**src/rtl/lab1_imul_dot_accum_pkg.sv**
```systemverilog
// Shared types and constants for the dot-product accumulator.
//   state_e   : accumulator FSM state (ACCUM collects products, DONE presents result)
//   c_nbits   : default product/accumulator width
//   c_sat_max : saturation ceiling at the default width
package lab1_imul_dot_accum_pkg;

  typedef enum logic {
    ACCUM = 1'b0,
    DONE  = 1'b1
  } state_e;

  localparam int unsigned       c_nbits   = 32;
  localparam logic [c_nbits-1:0] c_sat_max = '1;

endpackage

```
**src/rtl/lab1_imul_sat_adder.sv**
```systemverilog
// Combinational unsigned adder with carry-out.
// Build option: LAB1_IMUL_DOT_ACCUM_SAT_EN clamps the sum to all-ones on carry-out;
// otherwise the sum wraps modulo 2^p_nbits.
// Ports:
//   in0, in1 : addends
//   sum      : result (wrapped or saturated)
//   carry    : carry-out of the raw addition
module lab1_imul_sat_adder #(
  parameter int unsigned p_nbits = 32
) (
  input  logic [p_nbits-1:0] in0,
  input  logic [p_nbits-1:0] in1,
  output logic [p_nbits-1:0] sum,
  output logic               carry
);

  logic [p_nbits:0] raw;

  always_comb begin
    raw   = {1'b0, in0} + {1'b0, in1};
    carry = raw[p_nbits];
`ifdef LAB1_IMUL_DOT_ACCUM_SAT_EN
    // Once the accumulator reaches all-ones, any further non-zero add carries
    // out again, so the value sticks until the group is drained.
    sum = carry ? {p_nbits{1'b1}} : raw[p_nbits-1:0];
`else
    sum = raw[p_nbits-1:0];
`endif
  end

endmodule

```
**src/rtl/lab1_imul_dot_accum.sv**
```systemverilog
// Dot-product accumulator: sums each group of p_nelems products from the
// multiplier's output stream and emits one result per group on a val/rdy stream.
// Build option: LAB1_IMUL_DOT_ACCUM_SAT_EN selects a saturating accumulate.
// Ports:
//   clk, reset                           : clock, synchronous active-high reset
//   istream_val/istream_rdy/istream_msg  : product input stream
//   ostream_val/ostream_rdy/ostream_msg  : dot-product result stream
module lab1_imul_dot_accum
  import lab1_imul_dot_accum_pkg::*;
#(
  parameter int unsigned p_nelems = 4,
  parameter int unsigned p_nbits  = 32
) (
  input  logic               clk,
  input  logic               reset,

  input  logic               istream_val,
  output logic               istream_rdy,
  input  logic [p_nbits-1:0] istream_msg,

  output logic               ostream_val,
  input  logic               ostream_rdy,
  output logic [p_nbits-1:0] ostream_msg
);

  localparam int unsigned           c_count_w = $clog2(p_nelems + 1);
  localparam logic [c_count_w-1:0] c_last    = c_count_w'(p_nelems - 1);
  localparam logic [c_count_w-1:0] c_one     = c_count_w'(1);

  state_e               state_q, state_d;
  logic [p_nbits-1:0]   acc_q, acc_d;
  logic [c_count_w-1:0] count_q, count_d;

  logic                 in_fire;
  logic                 out_fire;
  logic [p_nbits-1:0]   add_sum;
  logic                 unused_add_carry;

  lab1_imul_sat_adder #(
    .p_nbits (p_nbits)
  ) u_adder (
    .in0   (acc_q),
    .in1   (istream_msg),
    .sum   (add_sum),
    .carry (unused_add_carry)
  );

  // Handshake signals decoded directly from the state register.
  always_comb begin
    istream_rdy = (state_q == ACCUM);
    ostream_val = (state_q == DONE);
    ostream_msg = acc_q;
    in_fire     = istream_val & istream_rdy;
    out_fire    = ostream_val & ostream_rdy;
  end

  always_comb begin
    state_d = state_q;
    acc_d   = acc_q;
    count_d = count_q;
    unique case (state_q)
      ACCUM: begin
        if (in_fire) begin
          acc_d   = add_sum;
          count_d = count_q + c_one;
          if (count_q == c_last) begin
            state_d = DONE;
          end
        end
      end
      DONE: begin
        // Result is held until the consumer takes it.
        if (out_fire) begin
          acc_d   = '0;
          count_d = '0;
          state_d = ACCUM;
        end
      end
      default: begin
        acc_d   = '0;
        count_d = '0;
        state_d = ACCUM;
      end
    endcase
  end

  always_ff @(posedge clk) begin
    if (reset) begin
      state_q <= ACCUM;
      acc_q   <= '0;
      count_q <= '0;
    end else begin
      state_q <= state_d;
      acc_q   <= acc_d;
      count_q <= count_d;
    end
  end

`ifndef SYNTHESIS
  // istream val/rdy:msg (A|D count) ostream val/rdy:msg
  function automatic string line_trace();
    return $sformatf("%0b%0b:%h (%s%0d) %0b%0b:%h",
                     istream_val, istream_rdy, istream_msg,
                     (state_q == DONE) ? "D" : "A", count_q,
                     ostream_val, ostream_rdy, ostream_msg);
  endfunction
`endif

endmodule
```
**config.mk**
```make
export PLATFORM = sky130hd
export DESIGN_NAME = lab1_imul_dot_accum
export DESIGN_NICKNAME = d
export VERILOG_FILES = /design/src/rtl/lab1_imul_dot_accum_pkg.sv /design/src/rtl/lab1_imul_sat_adder.sv /design/src/rtl/lab1_imul_dot_accum.sv
export SDC_FILE = /design/constraint.sdc
export NUM_CORES = 1
export LEC_CHECK = 0
export ABC_AREA = 1
export BUFFER_PORTS_ARGS = -buffer_cell sky130_fd_sc_hd__buf_4
export CAP_MARGIN = 20
export CORE_MARGIN = 1.5
export CORE_UTILIZATION = 50
export DETAILED_ROUTE_END_ITERATION = 16
export PLACE_DENSITY = 0.71
export RECOVER_POWER = 50
export SYNTH_ARGS = -nofsm -noshare
export SYNTH_HDL_FRONTEND = slang
export SYNTH_SLANG_ARGS = --single-unit
```
**constraint.sdc**
```tcl
create_clock -name clk -period 2.43 [get_ports clk]
set_input_delay 0.486 -clock clk [delete_from_list [all_inputs] [get_ports clk]]
set_output_delay 0.486 -clock clk [all_outputs]
set_load 0.03 [all_outputs]
```
Yosys cells after proc, flatten, opt, wreduce, memory -nomap -nowiden
Index checks and enable logic that the tools add are counted.

Input bits: 36. Register bits after elaboration: 36. Output and inout port bits: 34.

Reduce and logical (&&, ||, !) cells: 1. Bitwise operators: 3. $add $sub $neg: 2. Eq/ne operators: 3. Muxes and demuxes: 10.

Operators by type and width (number): 32-bit two-way mux (2); 32-bit one-hot mux with 2 select lines (1); 32-bit adder (1); 3-bit two-way mux (2); 3-bit one-hot mux with 2 select lines (1); 2-bit by 1-bit != test with 1-bit output (second input constant) (2); 3-bit by 1-bit adder with 3-bit output (second input constant) (1); 3-bit by 2-bit equality test with 1-bit output (second input constant) (1); 1-bit two-way mux (3); 1-bit bitwise AND (2); 1-bit one-hot mux with 2 select lines (1); 2-bit AND reduction (1); 1-bit inverter (1).

Depth between registers and ports, before layout
Gate-level depths: netlist of run 1.

Depth after elaboration: 4. Depth in mapped cells: 13. Gate-level depth less buffers: 13.

Cells and area by module
Synthesis of run 1 repeated with hierarchy kept, for this count alone.

Cells, all modules: 671. Area, all modules: 3828.7 um^2.

Modules (own cells, without submodules): lab1_imul_sat_adder (instances 1, cells an instance 505, area an instance 2423.6 um^2, sequential area each 0.0 um^2); lab1_imul_dot_accum (instances 1, cells an instance 166, area an instance 1405.1 um^2, sequential area each 720.7 um^2).

Worst setup path after synthesis of run 1
OpenSTA, ideal clock, no wires.

Kind: reg2reg. From: register acc_q[0] (netlist: ostream_msg[0]). To: register acc_q[16] (netlist: ostream_msg[16]). Library setup time: 135 ps. Clock period less this slack: 2013 ps. Arrival time: 1878 ps. Setup slack: 417 ps. Data required time: 2295 ps. Path buffers: 0. Cell stages (with the launch flop): 14. Cell sequence: dfxtp_1 > ha_1 > inv_1 > fa_1 > inv_1 > nand3_1 > nand3_1 > nand2_1 > nand2_1 > nand4_1 > nand2_1 > nand2_1 > nand3_1 > a21oi_1.

Word-level cells in the longest chain between the ends: 3.

RTL lines: start, declared (line lab1_imul_dot_accum.sv:31) `logic [p_nbits-1:0] acc_q, acc_d;`; start signal, assigned (line lab1_imul_dot_accum.sv:90) `acc_q <= '0;`; start signal, assigned (line lab1_imul_dot_accum.sv:94) `acc_q <= acc_d;`; 32-bit adder (line lab1_imul_sat_adder.sv:20) `raw = {1'b0, in0} + {1'b0, in1};`; 32-bit two-way mux (line lab1_imul_dot_accum.sv:63) `if (in_fire) begin`; 32-bit one-hot mux with 2 select lines (line lab1_imul_dot_accum.sv:61) `unique case (state_q)`.

Every way passes these cells. The select of a mux whose other input is x is not followed. A chain may end at the register's enable or synchronous reset.

Final worst setup path of run 1
Same ends and word-level chain as after synthesis.

==> results of run 1 <==
[cells by family (layout without fill, tap and decap cells)]
logic type / count (synthesis) / in the layout / synth area share [%]
AOI/OAI and AO/OA: 77 / 77 / 11.3
xor gates and xnor gates: 1 / 1 / 0.226
adders and majority gates: 34 / 34 / 11.2
buffers and inverters: 140 / 212 / 13.8
DFF: 36 / 36 / 18.6
and+or+nand+nor: 377 / 377 / 44.9
[worst min-delay path by stage]
stage               cells past startpoint  slack [ns]     endpoint        start
floorplan                               2        0.44   count_q[1]   count_q[1]
finish                                  3        0.45  ostream_val  ostream_rdy
global placement                        2        0.45   count_q[1]   count_q[1]
detailed placement                      2        0.47   count_q[1]   count_q[1]
CTS                                     3        0.45  ostream_val  ostream_rdy
global route                            3        0.47  ostream_val  ostream_rdy
[cells in the mapped netlist, types with 2 or more instances]
cell / number
a21o_1: 2
a21oi_1: 50
a21oi_2: 10
and2_1: 4
buf_2: 3
clkbuf_1: 5
dfxtp_1: 36
ha_1: 33
inv_1: 114
inv_2: 16
nand2_1: 242
nand2_2: 26
nand3_1: 29
nand3_2: 16
nand3b_1: 3
nand4_1: 5
nor2_1: 30
nor2_2: 9
nor2_4: 2
nor3_2: 4
o21ai_0: 10
o21bai_1: 2
o22ai_1: 2
or2_1: 2
or2_2: 3
[cells in the final DEF (no fill, tap or decap)]
cell,synthesis,final
nand2_4,1,1
clkinv_2,0,2
a21oi_1,50,50
nand3b_1,3,3
xor2_1,1,1
a21oi_2,10,10
clkbuf_8,0,6
nor2_2,9,9
inv_1,114,114
buf_4,0,40
or2_1,2,2
nand3_1,29,29
ha_1,33,33
clkbuf_1,5,34
a21o_1,2,2
nand3b_2,1,1
nor2_4,2,2
nand2_1,242,242
o21ai_0,10,10
or2_2,3,3
nor2_1,30,30
nor3_2,4,4
nand4_1,5,5
dfxtp_1,36,36
fa_1,1,1
and2_1,4,4
a211oi_1,1,1
o21bai_1,2,2
nand2_2,26,26
inv_2,16,16
nand3_2,16,16
o22ai_1,2,2
[worst register-to-register path, stage by stage (launching register included)]
cell and delay (ns):
dfxtp_1 0.37, ha_1 0.18, inv_1 0.06, fa_1 0.36
inv_1 0.14, nand3_1 0.09, nand3_1 0.15, nand2_1 0.07
nand2_1 0.12, nand4_1 0.13, nand2_1 0.09, nand2_1 0.05
nand3_1 0.07, a21oi_1 0.06
[state kept, by name, indices dropped and copies added, names as in the netlist]
name and count:
ostream_val 1, ostream_msg 32, count_q 3
[layout make-up]
class | count | area [µm²]
clock inverter | 2 | 10.0
clock buffer | 6 | 82.6
tap | 99 | 124
fill | 795 | 2900
inverter | 130 | 488
timing repair buffer | 74 | 428
multi-input combinational | 489 | 2620
sequential | 36 | 721
[metal layers]
| layer | up-vias | GRT usage, % | share of wire, % |
|---|---|---|---|
| met1 | 1838 | 39.3 | 48 |
| li1 | 2195 | - | - |
| met4 | 0 | 5.86 | 1.5 |
| met5 | - | 0 | 0 |
| met3 | 16 | 2.76 | 6.3 |
| met2 | 131 | 45.9 | 44 |
[through the flow]
step                area, µm²  util, %  hold slack [ns]
detailed placement       4510     61.2            0.466
global placement         4510     61.2            0.454
floorplan                3880        -            0.444
finish                   4470     60.7            0.454
global route             4470     60.7            0.467
CTS                      4600     62.4            0.452
[where the power goes]
part	switching [mW]	internal, mW	total [mW]	leakage (nW)
sequential	0.0532	0.655	0.708	0.297
combinational	0.799	0.389	1.19	2.14
clock	0.250	0.227	0.478	0.0510
==> results.cfg, run 1 <==
[sta]
max-slew-margin-rel_pct = 53.4
slew_viol_final = 0
worstMarginPinSlew_ns = 0.699
setup_tns_ns = 0
rsz0062_at_grt = false
fin_crit_ns = 2.07
fmax_mhz = 483
fin_ws_ns = 0.358
hold_viol = 0
skew_ns = 0.0117
setup_viol = 0
finalCritPeriodShare_pct = 85.3

[logic_synthesis]
syn-cell-area_mm2 = 0.00388
yosysSeqAreaShare_pct = 18.6
synth_cell_types = 32
ys.flop_type = dfxtp_1
synthArstFlopShare_pct = 0
synth_fp_nets = 735
yosys-top-cells-area = nand2_1 23%, dfxtp_1 19%, inv_1 11%
synth-edff-count = 0
yosys.area.top_type_share_pct = 23.4
synth.avg_cell_area_um2 = 5.83
ys_warn_count = 0
postSynthCellCount = 665
ys_ff_latch = 36
yosysTopAreaCell = nand2_1

[floorplan]
dieArea_mm2 = 0.00829
initial_core_util_pct = 52.6
die_x_um = 91.1
io_pins = 70
rows = 31
coreArea_mm2 = 0.00737
die_h_um = 91.1

[global_routing]
grt_pass1_vias = 3999
grt_pass1_wl_mm = 18.7
antenna_found_initial = 0
grt_max_degree = 37
grtUsageTotal_pct = 27.9
overflow = 0

[status]
status = completed

[clock_tree]
cts_inserted_buffers = 5
clkLatencyLatePin_ns = 0.30
cts_hold_buf = 0
path_clk_slew_ns = 0.09
post_cts_buffers = 0
ctsResizeCount = 0
htree_levels = 2
cts_buffer_depth = 2
clockRootBuffer = clkbuf_8
cts_sinks = 36
cts_tree = done

[placement]
dpl.cell_count = 828
hpwl_mm = 8.80
portBuffers = 69
dpl_worst_slack_ns = 0.227
gp_congestion = 0.898

[setup_path]
r2r_slack_ns = 0.36
path_cells = ha_1 -> inv_1 -> fa_1 -> inv_1 -> nand3_1 -> nand3_1 -> nand2_1 -> nand2_1 -> nand4_1 -> nand2_1 -> nand2_1 -> nand3_1 -> a21oi_1
cp-startpoint = ostream_msg[0]
required_ns = 2.60
path_buf_inv = 2
max_stage_delay_ns = 0.37
worstSetupStartpointType = flip-flop
crit_slowest_cell = dfxtp_1
ff2ff_path_depth = 13
r2r_start = ostream_msg[0]
r2r_end = ostream_msg[16]
crit_path_end = ostream_msg[16]
endpoint_kind = flip-flop
crit_path_max_fanout = 5
crit_type = reg -> reg
crit_path_frequent_cell = nand2_1
crit_cells = 13
crit_family = simple AND/OR/NAND/NOR gates
cp.arrival_ns = 2.24

[finish]
num_antenna_cells = 0
syn_to_final_growth_pct = 15.4
final_cells = 836
drive_gt1_share_pct = 18.5
num-nets-final = 806

[worst_hold_path]
min_path_type = in -> reg

[detailed_routing]
drt-total-wl_mm = 11.0
via_per_inst = 5.00
drtPass1Iterations = 5
via_count = 4180
drc = 0
drt_iter0_markers = 226
wl_per_cell_um = 13.1
antenna_left = 0

[flow_run]
cap_viol_max_count = 0

[power]
peakVddDrop_mv = 0.292
finalPower_mw = 2.37
powerDensity_mw_per_mm2 = 531
p_leak_nw = 2.49
Power figures use the tool's default switching activity.
==> run 2, diff against run 1 <==
--- a/config.mk
+++ b/config.mk
@@ -11,7 +11,7 @@
 export CORE_MARGIN = 1.5
 export CORE_UTILIZATION = 50
 export DETAILED_ROUTE_END_ITERATION = 16
-export PLACE_DENSITY = 0.71
+export PLACE_DENSITY = 0.73
 export RECOVER_POWER = 50
 export SYNTH_ARGS = -nofsm -noshare
 export SYNTH_HDL_FRONTEND = slang
==> run 2 against run 1 <==
Against the previous run:
- die area is the same
- worst hold slack gained 0.011 ns
- combinational power is essentially flat
==> results.cfg, run 2 (synthesized netlist as in run 1, its figures left out) <==
[clock_tree]
cts_sinks = 36
cts_buffer_depth = 2
path_clk_slew_ns = 0.08
clkLatencyLatePin_ns = 0.29
clockRootBuffer = clkbuf_8
cts_tree = done
cts_hold_buf = 0
cts_inserted_buffers = 5
htree_levels = 2
post_cts_buffers = 0
ctsResizeCount = 0

[finish]
drive_gt1_share_pct = 18.8
syn_to_final_growth_pct = 16.7
fill_cells = 800
regArea_um2 = 721
final_area_mm2 = 0.00453
num-nets-final = 808
most-common-layout-cells = 242 x nand2_1, 114 x inv_1, 50 x a21oi_1, 43 x buf_4, 36 x dfxtp_1
largest_reg_flops = 32
num_antenna_cells = 0
mostFrequentLayoutCell = nand2_1
multi_input_area_mm2 = 0.00262

[setup_path]
worstSetupStartpointType = flip-flop
crit_path_max_fanout = 12
cp.arrival_ns = 2.33
required_ns = 2.66
r2r_start = ostream_val
max_stage_delay_ns = 0.54
crit_slowest_cell = clkbuf_1
crit_family = buffers and inverters
cp-startpoint = ostream_val
ff2ff_path_depth = 8
crit_type = reg -> reg
r2r_end = ostream_msg[3]
crit_cells = 8
r2r_slack_ns = 0.33
crit_path_end = ostream_msg[3]
path_buf_inv = 4
path_cells = inv_1 -> nand2_1 -> clkbuf_1 -> inv_1 -> clkbuf_1 -> o21ai_0 -> a21o_1 -> a21oi_1
endpoint_kind = flip-flop

[detailed_routing]
drt-met1-wl_mm = 5.24
via_per_inst = 5.05
via_count = 4231
antenna_left = 0
drt-total-wl_mm = 11.0
drtPass1Iterations = 5
drc = 0
drt_iter0_markers = 269
wl_per_cell_um = 13.2
met2WireLength_mm = 4.91
top_layer = met4
dr_wl_met3_um = 691

[worst_hold_path]
hp-start = ostream_rdy
min_path_type = in -> reg

[floorplan]
die_h_um = 91.1
die_x_um = 91.1
rows = 31
io_pins = 70
coreArea_mm2 = 0.00737
dieArea_mm2 = 0.00829
initial_core_util_pct = 52.6

[sta]
max-slew-margin-rel_pct = 54.2
hold_viol = 0
worstMarginPinSlew_ns = 0.688
finalCritPeriodShare_pct = 86.5
skew_ns = 0.00420
setup_tns_ns = 0
rsz0062_at_grt = false
slew_viol_final = 0
fin_crit_ns = 2.10
setup_viol = 0
fmax_mhz = 476

[power]
p_leak_nw = 2.52
powerDensity_mw_per_mm2 = 554
peakVddDrop_mv = 0.300

[status]
status = completed

[placement]
portBuffers = 69
gp_congestion = 0.946
place_area_mm2 = 0.00452
hpwl_mm = 8.89

[global_routing]
grt_max_degree = 37
overflow = 0
antenna_found_initial = 0
grt_pass1_wl_mm = 17.8
grt_pass1_vias = 3878
grtUsageTotal_pct = 26.6

[flow_run]
cap_viol_max_count = 0
run 2: cell types whose count changed in the layout (fill, tap and decap cells not counted), sizes merged:
cell / before / now
bufinv: 0 / 1
clkinv: 2 / 0
buf: 40 / 43
run 2: worst min path at each step:
stage | slack, ns | to | cells after the start
after CTS | 0.46 | ostream_val | 3
after global routing | 0.48 | ostream_val | 3
after global placement | 0.45 | count_q[1] | 2
after floorplan | 0.44 | count_q[1] | 2
after detailed placement | 0.47 | count_q[0] | 1
final | 0.47 | ostream_val | 3
run 2: cell type report:
cell class,count,area share (%)
multi-input cells,489,57.9
flip-flops and latches,36,15.9
inverters,130,10.8
repair buffers,76,9.87
well taps,99,2.74
clock buffers,7,2.13
clock inverters,1,0.664
run 2: worst min-delay path, cell delays in order:
cell	delay [ns]
buf_4	0.08
or2_2	0.09
a21oi_1	0.05
run 2: through the flow:
step	total power, mW	util [%]	hold slack, ns	setup slack (ns)	cells
2_1_floorplan	1.60	-	0.444	0.417	665
3_3_place_gp	1.93	61.4	0.454	0.225	830
3_5_place_dp	1.94	61.4	0.470	0.228	830
4_1_cts	2.56	63.1	0.459	0.420	838
5_1_grt	2.68	61.4	0.478	0.181	838
6_report	2.51	61.4	0.465	0.327	838
run 2: per-layer routing:
layer / track usage, % / up-vias
li1: - / 2194
met1: 36.6 / 1887
met2: 44.5 / 133
met3: 2.60 / 17
met4: 6.38 / 0
met5: 0 / -
run 2: where the power goes:
group | switching (mW) | internal [mW] | total [mW]
clock | 0.248 | 0.363 | 0.611
combinational | 0.792 | 0.393 | 1.19
sequential | 0.0543 | 0.655 | 0.709
